File: config.mk
export PLATFORM = sky130hd
export DESIGN_NAME = slow_word_logger
export DESIGN_NICKNAME = d
export VERILOG_FILES = /design/src/rtl/slow_word_logger.sv
export SDC_FILE = /design/constraint.sdc
export NUM_CORES = 1
export LEC_CHECK = 0
export ABC_AREA = 1
export BUFFER_PORTS_ARGS = -buffer_cell sky130_fd_sc_hd__buf_4
export CORE_MARGIN = 4
export CORE_UTILIZATION = 58
export CTS_CLUSTER_SIZE = 40
export DETAILED_ROUTE_END_ITERATION = 8
export GPL_TIMING_DRIVEN = 0
export PLACE_DENSITY = 0.8
export SYNTH_ARGS = -nofsm -noshare
export SYNTH_HDL_FRONTEND = slang
export SYNTH_SLANG_ARGS = --single-unit
File: constraint.sdc
create_clock -name i_clk -period 2.1 [get_ports i_clk]
set_clock_uncertainty 0.2 [all_clocks]
set_input_delay 0.105 -clock i_clk [delete_from_list [all_inputs] [get_ports i_clk]]
set_output_delay 0.105 -clock i_clk [all_outputs]
set_load 0.005 [all_outputs]
File: src/rtl/slow_word_logger.sv
// Purpose : debug tap that serialises each accepted slow word as 8N1 UART bytes (sync byte, then MSB byte first).
// Latency : start bit leaves o_uart_tx on the cycle after acceptance; frame is (1+DATA_BYTES)*10*CPB cycles, then DEAD_CLKS idle.
// Backpressure: never stalls the host; strobes while busy are dropped and counted (saturating).
// Ports   : i_clk/i_reset (sync, active-high); i_data_valid/i_data slow-word strobe;
//           o_ready high in IDLE only; o_drop_count saturating reject count; o_uart_tx serial out, idle high.
// CPB = CLK_RATE_HZ / BAUD_RATE must be at least 2.
module slow_word_logger #(
  parameter int         DATA_BYTES  = 6,
  parameter int         CLK_RATE_HZ = 60_000_000,
  parameter int         BAUD_RATE   = 115_200,
  parameter logic [7:0] SYNC_BYTE   = 8'hA5,
  parameter int         DEAD_CLKS   = 6000
) (
  input  logic                    i_clk,
  input  logic                    i_reset,
  input  logic                    i_data_valid,
  input  logic [8*DATA_BYTES-1:0] i_data,
  output logic                    o_ready,
  output logic [7:0]              o_drop_count,
  output logic                    o_uart_tx
);

  localparam int CPB    = CLK_RATE_HZ / BAUD_RATE;
  localparam int WORD_W = 8 * DATA_BYTES;
  localparam int CPB_W  = (CPB > 1) ? $clog2(CPB) : 1;
  localparam int DEAD_W = (DEAD_CLKS > 0) ? $clog2(DEAD_CLKS + 1) : 1;
  localparam int IDX_W  = $clog2(DATA_BYTES + 1);

  localparam logic [CPB_W-1:0]  CPB_LAST  = CPB_W'(CPB - 1);
  localparam logic [DEAD_W-1:0] DEAD_LAST = DEAD_W'((DEAD_CLKS > 0) ? DEAD_CLKS - 1 : 0);
  localparam logic [IDX_W-1:0]  LAST_IDX  = IDX_W'(DATA_BYTES);

  typedef enum logic [2:0] {
    S_IDLE,
    S_START,
    S_DATA,
    S_STOP,
    S_DEAD
  } state_t;

  state_t              state, state_n;
  logic [WORD_W-1:0]   shift_reg, shift_reg_n;  // remaining payload, next byte at the top
  logic [7:0]          cur_byte, cur_byte_n;    // byte on the wire, LSB is the current bit
  logic [IDX_W-1:0]    byte_idx, byte_idx_n;    // 0 = sync byte, 1..DATA_BYTES = payload
  logic [2:0]          bit_idx, bit_idx_n;
  logic [CPB_W-1:0]    baud_cnt, baud_cnt_n;
  logic [DEAD_W-1:0]   dead_cnt, dead_cnt_n;
  logic                tx_r, tx_n;
  logic [7:0]          drop_cnt, drop_cnt_n;

  assign o_ready      = (state == S_IDLE);
  assign o_uart_tx    = tx_r;
  assign o_drop_count = drop_cnt;

  always_comb begin
    state_n     = state;
    shift_reg_n = shift_reg;
    cur_byte_n  = cur_byte;
    byte_idx_n  = byte_idx;
    bit_idx_n   = bit_idx;
    baud_cnt_n  = baud_cnt;
    dead_cnt_n  = dead_cnt;
    tx_n        = tx_r;
    drop_cnt_n  = drop_cnt;

    if (i_data_valid && (state != S_IDLE) && (drop_cnt != 8'hFF)) begin
      drop_cnt_n = drop_cnt + 8'd1;
    end

    // tx_n is the line level for the state being entered, so the pin is
    // a plain register and changes on the same edge as the state.
    case (state)
      S_IDLE: begin
        tx_n = 1'b1;
        if (i_data_valid) begin
          shift_reg_n = i_data;
          cur_byte_n  = SYNC_BYTE;
          byte_idx_n  = '0;
          baud_cnt_n  = '0;
          tx_n        = 1'b0;
          state_n     = S_START;
        end
      end

      S_START: begin
        if (baud_cnt == CPB_LAST) begin
          baud_cnt_n = '0;
          bit_idx_n  = 3'd0;
          tx_n       = cur_byte[0];
          state_n    = S_DATA;
        end else begin
          baud_cnt_n = baud_cnt + 1'b1;
        end
      end

      S_DATA: begin
        if (baud_cnt == CPB_LAST) begin
          baud_cnt_n = '0;
          if (bit_idx == 3'd7) begin
            tx_n    = 1'b1;
            state_n = S_STOP;
          end else begin
            bit_idx_n  = bit_idx + 3'd1;
            cur_byte_n = {1'b0, cur_byte[7:1]};
            tx_n       = cur_byte[1];
          end
        end else begin
          baud_cnt_n = baud_cnt + 1'b1;
        end
      end

      S_STOP: begin
        if (baud_cnt == CPB_LAST) begin
          baud_cnt_n = '0;
          if (byte_idx < LAST_IDX) begin
            byte_idx_n  = byte_idx + 1'b1;
            cur_byte_n  = shift_reg[WORD_W-1 -: 8];
            shift_reg_n = shift_reg << 8;
            tx_n        = 1'b0;
            state_n     = S_START;
          end else if (DEAD_CLKS == 0) begin
            tx_n    = 1'b1;
            state_n = S_IDLE;
          end else begin
            dead_cnt_n = '0;
            tx_n       = 1'b1;
            state_n    = S_DEAD;
          end
        end else begin
          baud_cnt_n = baud_cnt + 1'b1;
        end
      end

      S_DEAD: begin
        tx_n = 1'b1;
        if (dead_cnt == DEAD_LAST) begin
          dead_cnt_n = '0;
          state_n    = S_IDLE;
        end else begin
          dead_cnt_n = dead_cnt + 1'b1;
        end
      end

      default: begin
        tx_n    = 1'b1;
        state_n = S_IDLE;
      end
    endcase
  end

  always_ff @(posedge i_clk) begin
    if (i_reset) begin
      state     <= S_IDLE;
      shift_reg <= '0;
      cur_byte  <= '0;
      byte_idx  <= '0;
      bit_idx   <= '0;
      baud_cnt  <= '0;
      dead_cnt  <= '0;
      tx_r      <= 1'b1;
      drop_cnt  <= '0;
    end else begin
      state     <= state_n;
      shift_reg <= shift_reg_n;
      cur_byte  <= cur_byte_n;
      byte_idx  <= byte_idx_n;
      bit_idx   <= bit_idx_n;
      baud_cnt  <= baud_cnt_n;
      dead_cnt  <= dead_cnt_n;
      tx_r      <= tx_n;
      drop_cnt  <= drop_cnt_n;
    end
  end

endmodule

==> After elaboration in Yosys (flattened, before gate mapping) <==
Cells that the tools add are included.
{ "op_classes": {"add_sub_neg": 5, "eq_ne": 17, "order_cmp": 1, "n_reduce_logical": 17, "n_mux": 40} }
{ "ops": {"columns": ["cell", "count"], "rows": [
  ["two-way mux 48 bit", 3],
  ["one-hot mux 48 bit (2 select lines)", 1],
  ["two-way mux 8 bit", 5],
  ["two-way mux 13 bit", 3],
  ["two-way mux 3 bit", 13],
  ["one-hot mux 13 bit (2 select lines)", 1],
  ["one-hot mux 8 bit (3 select lines)", 1],
  ["two-way mux 10 bit", 2],
  ["one-hot mux 10 bit (2 select lines)", 1],
  ["inequality test 2 bit (second input constant)", 9],
  ["one-hot mux 3 bit (5 select lines)", 1],
  ["adder 13 x 1 -> 13 bit (second input constant)", 1],
  ["== test 13 bit (second input constant)", 1],
  ["one-hot mux 3 bit (2 select lines)", 2],
  ["AND reduction 6 bit", 2],
  ["adder 10 x 1 -> 10 bit (second input constant)", 1],
  ["== test 10 bit (second input constant)", 1],
  ["adder 8 x 1 -> 8 bit (second input constant)", 1],
  ["inequality test 8 bit (second input constant)", 1],
  ["AND reduction 4 bit", 2],
  ["nonzero test 2 bit", 4],
  ["adder 3 x 1 -> 3 bit (second input constant)", 2],
  ["== test 3 x 2 -> 1 bit (second input constant)", 2],
  ["== test 3 bit (second input constant)", 2],
  ["other kinds (10)", 18]
]} }
{ "word_totals": {"in_bits": 51, "output_inout_bits": 10, "reg_bits": 97, "wordCells": 89} }

==> Depth between registers and ports, before layout <==
Gate-level depths: netlist of run 1.
{ "depth": {"depth_word": 4, "depth_mapped": 11} }

==> Least setup slack after synthesis of run 1 <==
Ideal clock, no wire load.
{ "synth_path": {"path_type": "reg2reg", "start": "reg baud_cnt[0]", "end": "reg byte_idx[1]", "setup_ns": 0.128, "path_stages_with_launch": 12, "path_buffers": 1, "period_less_slack_ns": 1.857, "arrival_time_ns": 1.529, "path_slack_ns": 0.243, "required_ns": 1.772, "path_cell_list": "dfxtp_1 > ha_1 > nand2_1 > nor2_1 > nand3_2 > nand2_4 > nand2_4 > nor2_8 > buf_6 > nand2_1 > o21ai_1 > nor2_1"} }
{ "synth_via": {"elab_chain_len": 3} }
{ "synth_lines": {"columns": ["element", "line_no", "source"], "rows": [
  ["start, declared", "46", "logic [CPB_W-1:0] baud_cnt, baud_cnt_n;"],
  ["start signal, assigned", "168", "baud_cnt <= baud_cnt_n;"],
  ["== test 10 bit", "113", "if (baud_cnt == CPB_LAST) begin"],
  ["inequality test 2 bit (no line)", null, null],
  ["AND reduction 4 bit (no line)", null, null],
  ["end signal, assigned", "166", "byte_idx <= byte_idx_n;"],
  ["end, declared", "44", "logic [IDX_W-1:0] byte_idx, byte_idx_n;"]
]} }
No other way between the ends.
A chain may end at the register's enable or synchronous reset.

==> Final worst setup path of run 1 <==
{ "layout_path": {"start": "reg state[0]", "end": "reg shift_reg[24]"} }
{ "layout_via": {"elab_chain_len": 3} }
{ "layout_lines": {"columns": ["element", "line_no", "source"], "rows": [
  ["start, declared", "41", "state_t state, state_n;"],
  ["start signal, assigned", "163", "state <= state_n;"],
  ["== test 3 x 2 -> 1 bit / logical NOT 3 bit (equally long branches)", "72", "case (state)"],
  ["inequality test 2 bit (no line) / nonzero test 2 bit (equally long branches)", null, null],
  ["AND reduction 4 bit (no line)", null, null],
  ["end signal, assigned", "164", "shift_reg <= shift_reg_n;"],
  ["end, declared", "42", "logic [WORD_W-1:0] shift_reg, shift_reg_n;"]
]} }
Several ways; a longest one is shown, not always the timed one.

==> results.txt, run 1 <==
The core region is 8380 um^2. The top achievable clock speed was 0.505 GHz. Dividing total power by cell area gives a power density of 1330 nW/um^2. STA classifies the critical path startpoint as a flip-flop. The number of nets with antenna violations after detailed routing came out at 0. The aggregate global-route resource usage was 26.3%.

The die height works out to 102 um. Summed over all instances, the cell type with the most area after synthesis is sky130_fd_sc_hd__dfxtp_1. The critical path class was reg2reg. The first global-routing pass estimated 22.1 mm of wire. The total setup violations reported at the end of the flow is 0. The synthesized netlist devotes 40.0% of its cell area to simple gates.

In this run the static leakage power is 2.92 nW. The tool flagged a number of max-cap violations equal to 0. For this run, the detailed router's first-pass iteration total came to 5. At the later pin of the worst-skew pair, clock insertion delay measures 0.37 ns. Sum of overflow across all layers after global routing: 0. The quantity of I/O buffers inserted on ports was 59. Entering global routing, the biggest net connects 17 pins. Across the VDD grid, the largest voltage drop is 0.000658 V. The synthesized netlist devotes 10.6% of its cell area to compound gates. For the number of antenna violations at the first check in global routing, the log shows 0. Of the total synthesized cell area, the portion taken by XOR and XNOR cells is 1.72%. The synthesized area per cell is 6.63 um^2, and the post-synthesis instance area is 5080 um^2. At the end of routability-driven placement, the weighted congestion stood at 0.898.

Summing the sequential cell areas from Yosys gives 38.2% of the chip area. Summed over all layers, the routed wires come to 13.2 mm. The synthesized netlist devotes 1.48% of its cell area to adder and majority cells. The area growth from synthesis to layout is 26.4%. The detail-routed net length per standard cell was 13.2 um. Once the floorplan was initialized, standard cells occupied 60.6% of the core. In the final layout, the share of cells above drive strength 1 is 17.1%. The sort of element at the end of the critical path is a flip-flop.

Measured in cells, the most critical reg-to-reg path has a length of 9. Multiplexer cells account for 0% of the synthesized area. Total die area: 10,300 um^2. Setup repair after global routing left no endpoint under its margin. Using the TritonRoute via totals, the vias-per-cell ratio works out to 5.23.

The final critical path takes up 94.2% of the cycle. At the placement stage, the worst setup path has a slack of -0.0581 ns. The detailed-placement wirelength estimate is 8.92 mm. The Yosys step of the flow raised 0 warnings. The endpoint arrival time on the critical path is 2.05 ns, and the number of buffers created by CTS is 9. The clock drives 97 sinks.

Counting flops with a built-in enable in the synthesized netlist gives 0. The number of different library cells used by synthesis comes to 34. In this run the cell area measured after placement is 5650 um^2.

In this run the deepest clock path goes through 2 buffers. The smallest setup slack after layout is 0.121 ns. For this run, the post-layout net count is 947. After clock tree synthesis, the clock-pin slew on the worst setup and hold paths is 0.10 ns. The tools report the capture point of the worst reg-to-reg path as shift_reg[24]. The flop-to-flop setup slack came out at 0.12 ns.

The number of flip-flops under the largest register name works out to 48. The run gives 59.7% as the relative max-transition margin. For this run, the leading register cell type out of synthesis is sky130_fd_sc_hd__dfxtp_1. The H-tree generated during clock tree synthesis spans 3 levels. The measured slew at the worst slew-check pin was 0.605 ns. CTS placed an instance of sky130_fd_sc_hd__clkbuf_8 at the clock tree root. TritonCTS built the clock tree.

The number of global-route vias before repair was 5,030; the die outline width was 102 um. After synthesis, the cell types taking the most area are sky130_fd_sc_hd__dfxtp_1 (38%), sky130_fd_sc_hd__nand2_1 (18%), sky130_fd_sc_hd__nor2_1 (10%), sky130_fd_sc_hd__o21ai_0 (3.8%), sky130_fd_sc_hd__nand3_1 (3.4%). The flow ran to the end, and the final reports show no timing, DRC or antenna violations.

The most critical setup path has its endpoint at shift_reg[24]. The run gives 766 as the post-synthesis instance total. Worst path required time: 2.17 ns.

The tightest min-delay check is of the in2reg type. The worst register-to-register path begins at state[0]. The final routed DRC violation total was 0; the net count after synthesis was 823.

The vias after detailed routing was 5,226; the number of core rows was 33. The most common cell in the synthesized netlist is sky130_fd_sc_hd__nand2_1. The total design power came out at 8.54 mW. In this run the most critical hold path is launched from i_data_valid. The fraction of synthesis flops using an asynchronous set or reset pin is 0%, and the violation count after the first detailed-routing iteration is 208. After routing the design area is 6420 um^2.

The critical path starts at state[0]. The logs give 61 for the total I/O pin count and 0 for the diode insertion count for antenna repair. The area share of the largest cell type after synthesis is 38.2%, and the number of endpoints with negative hold slack in the final report is 0.

After synthesis, the most frequently instantiated cells are sky130_fd_sc_hd__nand2_1 (245), sky130_fd_sc_hd__nor2_1 (136), sky130_fd_sc_hd__dfxtp_1 (97), sky130_fd_sc_hd__inv_1 (40), sky130_fd_sc_hd__o21ai_0 (39). By area, the combinational part of the netlist is dominated by simple AND/OR/NAND/NOR gates. The register bit total from synthesis is 97. Along the worst path, the maximum fanout reaches 10.

The total count of max-transition violations in the final report came out at 0. The smallest clock period supported by the final layout is computed as 1.98 ns.
## routing by layer
layer	track usage (%)	wire length, um	vias up
met5	0	0	-
met4	10.3	299	0
met3	3.03	600	29
met2	46.9	6670	157
met1	32.3	5600	2374
li1	-	-	2666
## cell type report
type,count,area [um^2]
Clock inverter,6,43.8
Inverter,44,165
Clock buffer,10,138
Sequential cell,97,1950
Tap cell,105,131
Fill cell,644,1960
Buffer,35,246
Multi-Input combinational cell,590,2760
Timing Repair Buffer,113,988
## layout by cell type (no fill, tap or decap), drive strengths merged
cell and instances:
o21ai 61, xor2 6, a21oi 36, clkinvlp 4, clkinv 2, a211oi 2
nor2 159, nand3 36, ha 6, buf 83, dlygate4sd3 49, or2 4
nand2 254, nor3b 1, dfxtp 97, inv 44, and2 1, o211a 1
xnor2 4, nor3 7, and3 1, nand4 10, nand3b 1, clkbuf 26
## critical path: stages, from the launching register on
cell and delay [ns]:
sky130_fd_sc_hd__dfxtp_2 0.44, sky130_fd_sc_hd__inv_2 0.05, sky130_fd_sc_hd__nor2_2 0.11, sky130_fd_sc_hd__nand2_2 0.17, sky130_fd_sc_hd__nor2_2 0.18, sky130_fd_sc_hd__nor2_2 0.09, sky130_fd_sc_hd__nand3b_4 0.23, sky130_fd_sc_hd__buf_6 0.18
sky130_fd_sc_hd__nor2_1 0.16, sky130_fd_sc_hd__nor2_1 0.07
## metrics by stage
step	setup TNS, ns	instances	hold slack [ns]	util (%)
floorplan	0	766	0.128	-
global placement	0	930	0.224	67.4
detailed placement	-0.153	930	0.231	67.4
CTS	0	997	0.0604	75.7
global route	0	1000	0.0854	76.6
finish	0	1000	0.0649	76.6
## how the worst min path moves through the flow
stage | depth (start not counted) | slack [ns] | to
after floorplan | 4 | 0.13 | shift_reg[13]
after global placement | 5 | 0.22 | shift_reg[0]
after detailed placement | 5 | 0.23 | shift_reg[13]
after CTS | 5 | 0.06 | baud_cnt[2]
after global routing | 5 | 0.09 | baud_cnt[1]
final | 5 | 0.06 | baud_cnt[1]
## where the power goes
group | switching, mW | total [mW] | internal, mW | leakage (nW)
combinational | 2.76 | 4.58 | 1.83 | 2.04
clock | 0.685 | 1.15 | 0.463 | 0.0805
sequential | 0.361 | 2.81 | 2.45 | 0.798
## timing repair
item                       4_1_cts  5_1_grt
setup endpoints to repair       13       79
buffers inserted                 2        2
hold endpoints to repair        54        0
gates resized for setup          2        9
hold buffers                    49        0
pin swaps                        2        3
cloned                           0        1
## kinds of logic (layout without fill, tap and decap cells)
logic type | count (synthesis) | after routing
XOR/XNOR | 10 | 10
adder cells (fa/ha/maj) | 6 | 6
AND/OR/NAND/NOR | 474 | 474
flip-flops | 97 | 97
AO/OA/AOI/OAI | 100 | 100
buffers and inverters | 79 | 208
Power figures use the tool's default switching activity.
==> run 2, diff against run 1 <==
--- a/config.mk
+++ b/config.mk
@@ -8,11 +8,10 @@
 export ABC_AREA = 1
 export BUFFER_PORTS_ARGS = -buffer_cell sky130_fd_sc_hd__buf_4
 export CORE_MARGIN = 4
-export CORE_UTILIZATION = 58
+export CORE_UTILIZATION = 40
 export CTS_CLUSTER_SIZE = 40
 export DETAILED_ROUTE_END_ITERATION = 8
 export GPL_TIMING_DRIVEN = 0
-export PLACE_DENSITY = 0.8
 export SYNTH_ARGS = -nofsm -noshare
 export SYNTH_HDL_FRONTEND = slang
 export SYNTH_SLANG_ARGS = --single-unit
==> results.txt, run 2 (synthesis gave the netlist of run 1 again) <==
The tools report the number of global-route vias before repair as 4,988. In the final layout, the multi-input gates occupy 2770 um^2. The startpoint identified for the worst hold timing path is i_data_valid. Across the VDD grid, the largest voltage drop is 0.000786 V. For this block, the routed nets add up to 13.5 mm of wire. The largest fanout of any net on the critical path came out at 7. The final routed DRC violation total is 0. The run finished with clean final reports. The switching power share of the total is 41.9%. Endpoint arrival time on the critical path: 2.09 ns. The power density over the cells works out to 1380 nW/um^2.

The startpoint identified for the worst register-to-register timing path is baud_cnt[1]. The capture point of the worst reg-to-reg path was shift_reg[22]. The total design power came out at 9.21 mW.

STA classifies the critical path endpoint as a flip-flop. The static power due to leakage was 3.01 nW; the total setup violations reported at the end of the flow was 0. During I/O placement, the number of pins put on the boundary was 61. The number of inserted filler cells in the final layout came out at 1,247. Registers take 1950 um^2. The detail route stage leaves a number of antenna-violating nets equal to 0.

Routability congestion estimate: 0.887. The analysis attributes to net switching a power of 3.86 mW. Type of the tightest min-delay check: in2reg. The run gives 54.5% as the final design utilization. Most frequent standard cell in the layout excluding fill and tap cells: sky130_fd_sc_hd__nand2_1. The clock network burns 19.8% of the power. Detailed placement ended at an HPWL of 9.46 mm. The detail-routed net length per standard cell is 12.7 um, and the worst path required time is 2.20 ns. For the sum of negative setup slack, the log shows 0 ns.

In the layout the commonest cells are sky130_fd_sc_hd__nand2_1 (245), sky130_fd_sc_hd__nor2_1 (134), sky130_fd_sc_hd__dfxtp_1 (94). After detailed routing, the number of vias per cell comes to 4.79. The tools report the total die area as 14,600 um^2. The tools report the area of the placeable core as 12,200 um^2. The tools report the maximum count of clock buffers along a single path as 2. For hold timing, the worst endpoint is baud_cnt[1]. The tools report the diode insertion count for antenna repair as 0. Setup repair after global routing left no endpoint under its margin. The wire length of the first global-routing pass was 22.7 mm. The sum of overflow across all layers after global routing is 0. Timing would allow up to 0.504 GHz. Entering global routing, the biggest net connects 18 pins.

The total internal power was 5.35 mW. The routed layout has 5,096 vias. The register with the most flip-flops in the layout has 48 of them. The area growth from synthesis to layout is 31.0%. Headroom to the max-slew limit came out at 56.7%. In this run the vertical extent of the chip is 121 um. The run gives 0 as the number of antenna violations at the first check in global routing.

The worst setup path is launched from a flip-flop. For the violation count after the first detailed-routing iteration, the log shows 291. After clock tree synthesis, the clock-pin slew on the worst setup and hold paths is 0.07 ns. For this configuration, the core starts out at a cell density of 41.6%. The critical path starts at baud_cnt[1]. TritonCTS built the clock tree.

Total number of nets in the final design: 947. The number of max-capacitance violations reported was 0. The pre-antenna-repair detailed-routing pass consisted of 4 iterations.

The minimum clock period works out to 1.98 ns. The clock net sink count was 97. The worst-case reg-to-reg path depth is 11, and the die outline width is 121 um. The share of total power dissipated in combinational logic is 49.5%. The critical path in this run is classified as reg2reg. The tools report the aggregate global-route resource usage as 19.2%. The worst register-to-register path has a setup slack of 0.12 ns. The number of buffers created by CTS is 9, and the number of core rows is 40. The total count of max-transition violations in the final report is 0, and the quantity of I/O buffers inserted on ports is 59. Root buffer cell: sky130_fd_sc_hd__clkbuf_16.

The final period utilization is 94.4%, and the clock latency on the worst-skew pair is 0.36 ns. In the post-route analysis, the smallest setup slack over all paths is 0.117 ns. The logs give 0 for the number of endpoints with negative hold slack in the final report and 30.7% for the portion of total power attributed to sequential cells. In this run the number of H-tree levels came out at 3.

The worst hold path passes through 5 cells. For the pin with the worst max-slew slack, the measured transition is 0.650 ns. The placement-stage worst setup slack is -0.0616 ns, and the share of post-route cells with drive strength above 1 is 17.2%.
-- run 2: changes by cell type in the layout (fill, tap and decap cells not counted), sizes merged --
| cell | change |
|---|---|
| clkinvlp | -4 |
| inv | +3 |
| bufinv | +2 |
| buf | -1 |
-- run 2: worst max-delay path, stage by stage (launching register included) --
cell and delay (ns):
sky130_fd_sc_hd__dfxtp_2 0.36, sky130_fd_sc_hd__ha_4 0.15, sky130_fd_sc_hd__nand2_1 0.06, sky130_fd_sc_hd__nor2_2 0.14, sky130_fd_sc_hd__nand3_4 0.16, sky130_fd_sc_hd__nand2_4 0.12, sky130_fd_sc_hd__nand2_4 0.06, sky130_fd_sc_hd__nor2_8 0.22
sky130_fd_sc_hd__clkbuf_16 0.19, sky130_fd_sc_hd__buf_4 0.11, sky130_fd_sc_hd__o21ai_1 0.05, sky130_fd_sc_hd__nor2_1 0.10
-- run 2: worst max path at each step --
| stage | slack (ns) | to |
|---|---|---|
| after floorplan | 0.24 | byte_idx[1] |
| after global placement | -0.02 | shift_reg[1] |
| after detailed placement | -0.06 | shift_reg[5] |
| after CTS | 0.03 | shift_reg[5] |
| after global routing | 0.02 | shift_reg[3] |
| final | 0.12 | shift_reg[22] |
-- run 2: cell type report --
class	instances	area share, %
multi-input cells	590	41.6
flip-flops and latches	97	29.2
inverters	44	2.48
clock inverters	7	1.50
repair buffers	113	14.9
plain buffers	35	3.74
clock buffers	9	3.39
well taps	168	3.16
-- run 2: power by group through the flow --
stage | clock network, mW | registers [mW] | logic, mW
floorplan | 0 | 2.73 | 3.37
global placement | 0 | 2.84 | 4.21
detailed placement | 0 | 2.85 | 4.29
CTS | 1.87 | 2.82 | 4.39
global route | 1.94 | 2.90 | 5.17
finish | 1.82 | 2.83 | 4.56
-- run 2: timing repair --
action | in CTS | in global routing
gates cloned | 0 | 1
pin swaps | 1 | 4
endpoints found under the setup margin | 9 | 77
resized for setup | 2 | 12
hold buffers | 49 | 0
endpoints found under the hold margin | 54 | 0
buffers inserted | 2 | 2
-- run 2: metal layers --
metal | GRT usage (%) | part of all wire, % | up-vias
li1 | - | - | 2668
met1 | 22.8 | 44 | 2313
met2 | 34.1 | 50 | 92
met3 | 4.30 | 3.7 | 23
met4 | 6.52 | 2.1 | 0
met5 | 0 | 0 | -
-- run 2: stage by stage --
| step | cell area, um^2 | hold slack (ns) | cells |
|---|---|---|---|
| finish | 6650 | 0.105 | 1063 |
| global route | 6650 | 0.156 | 1063 |
| CTS | 6570 | 0.100 | 1060 |
| detailed placement | 5730 | 0.228 | 993 |
| global placement | 5730 | 0.228 | 993 |
| floorplan | 5080 | 0.128 | 766 |
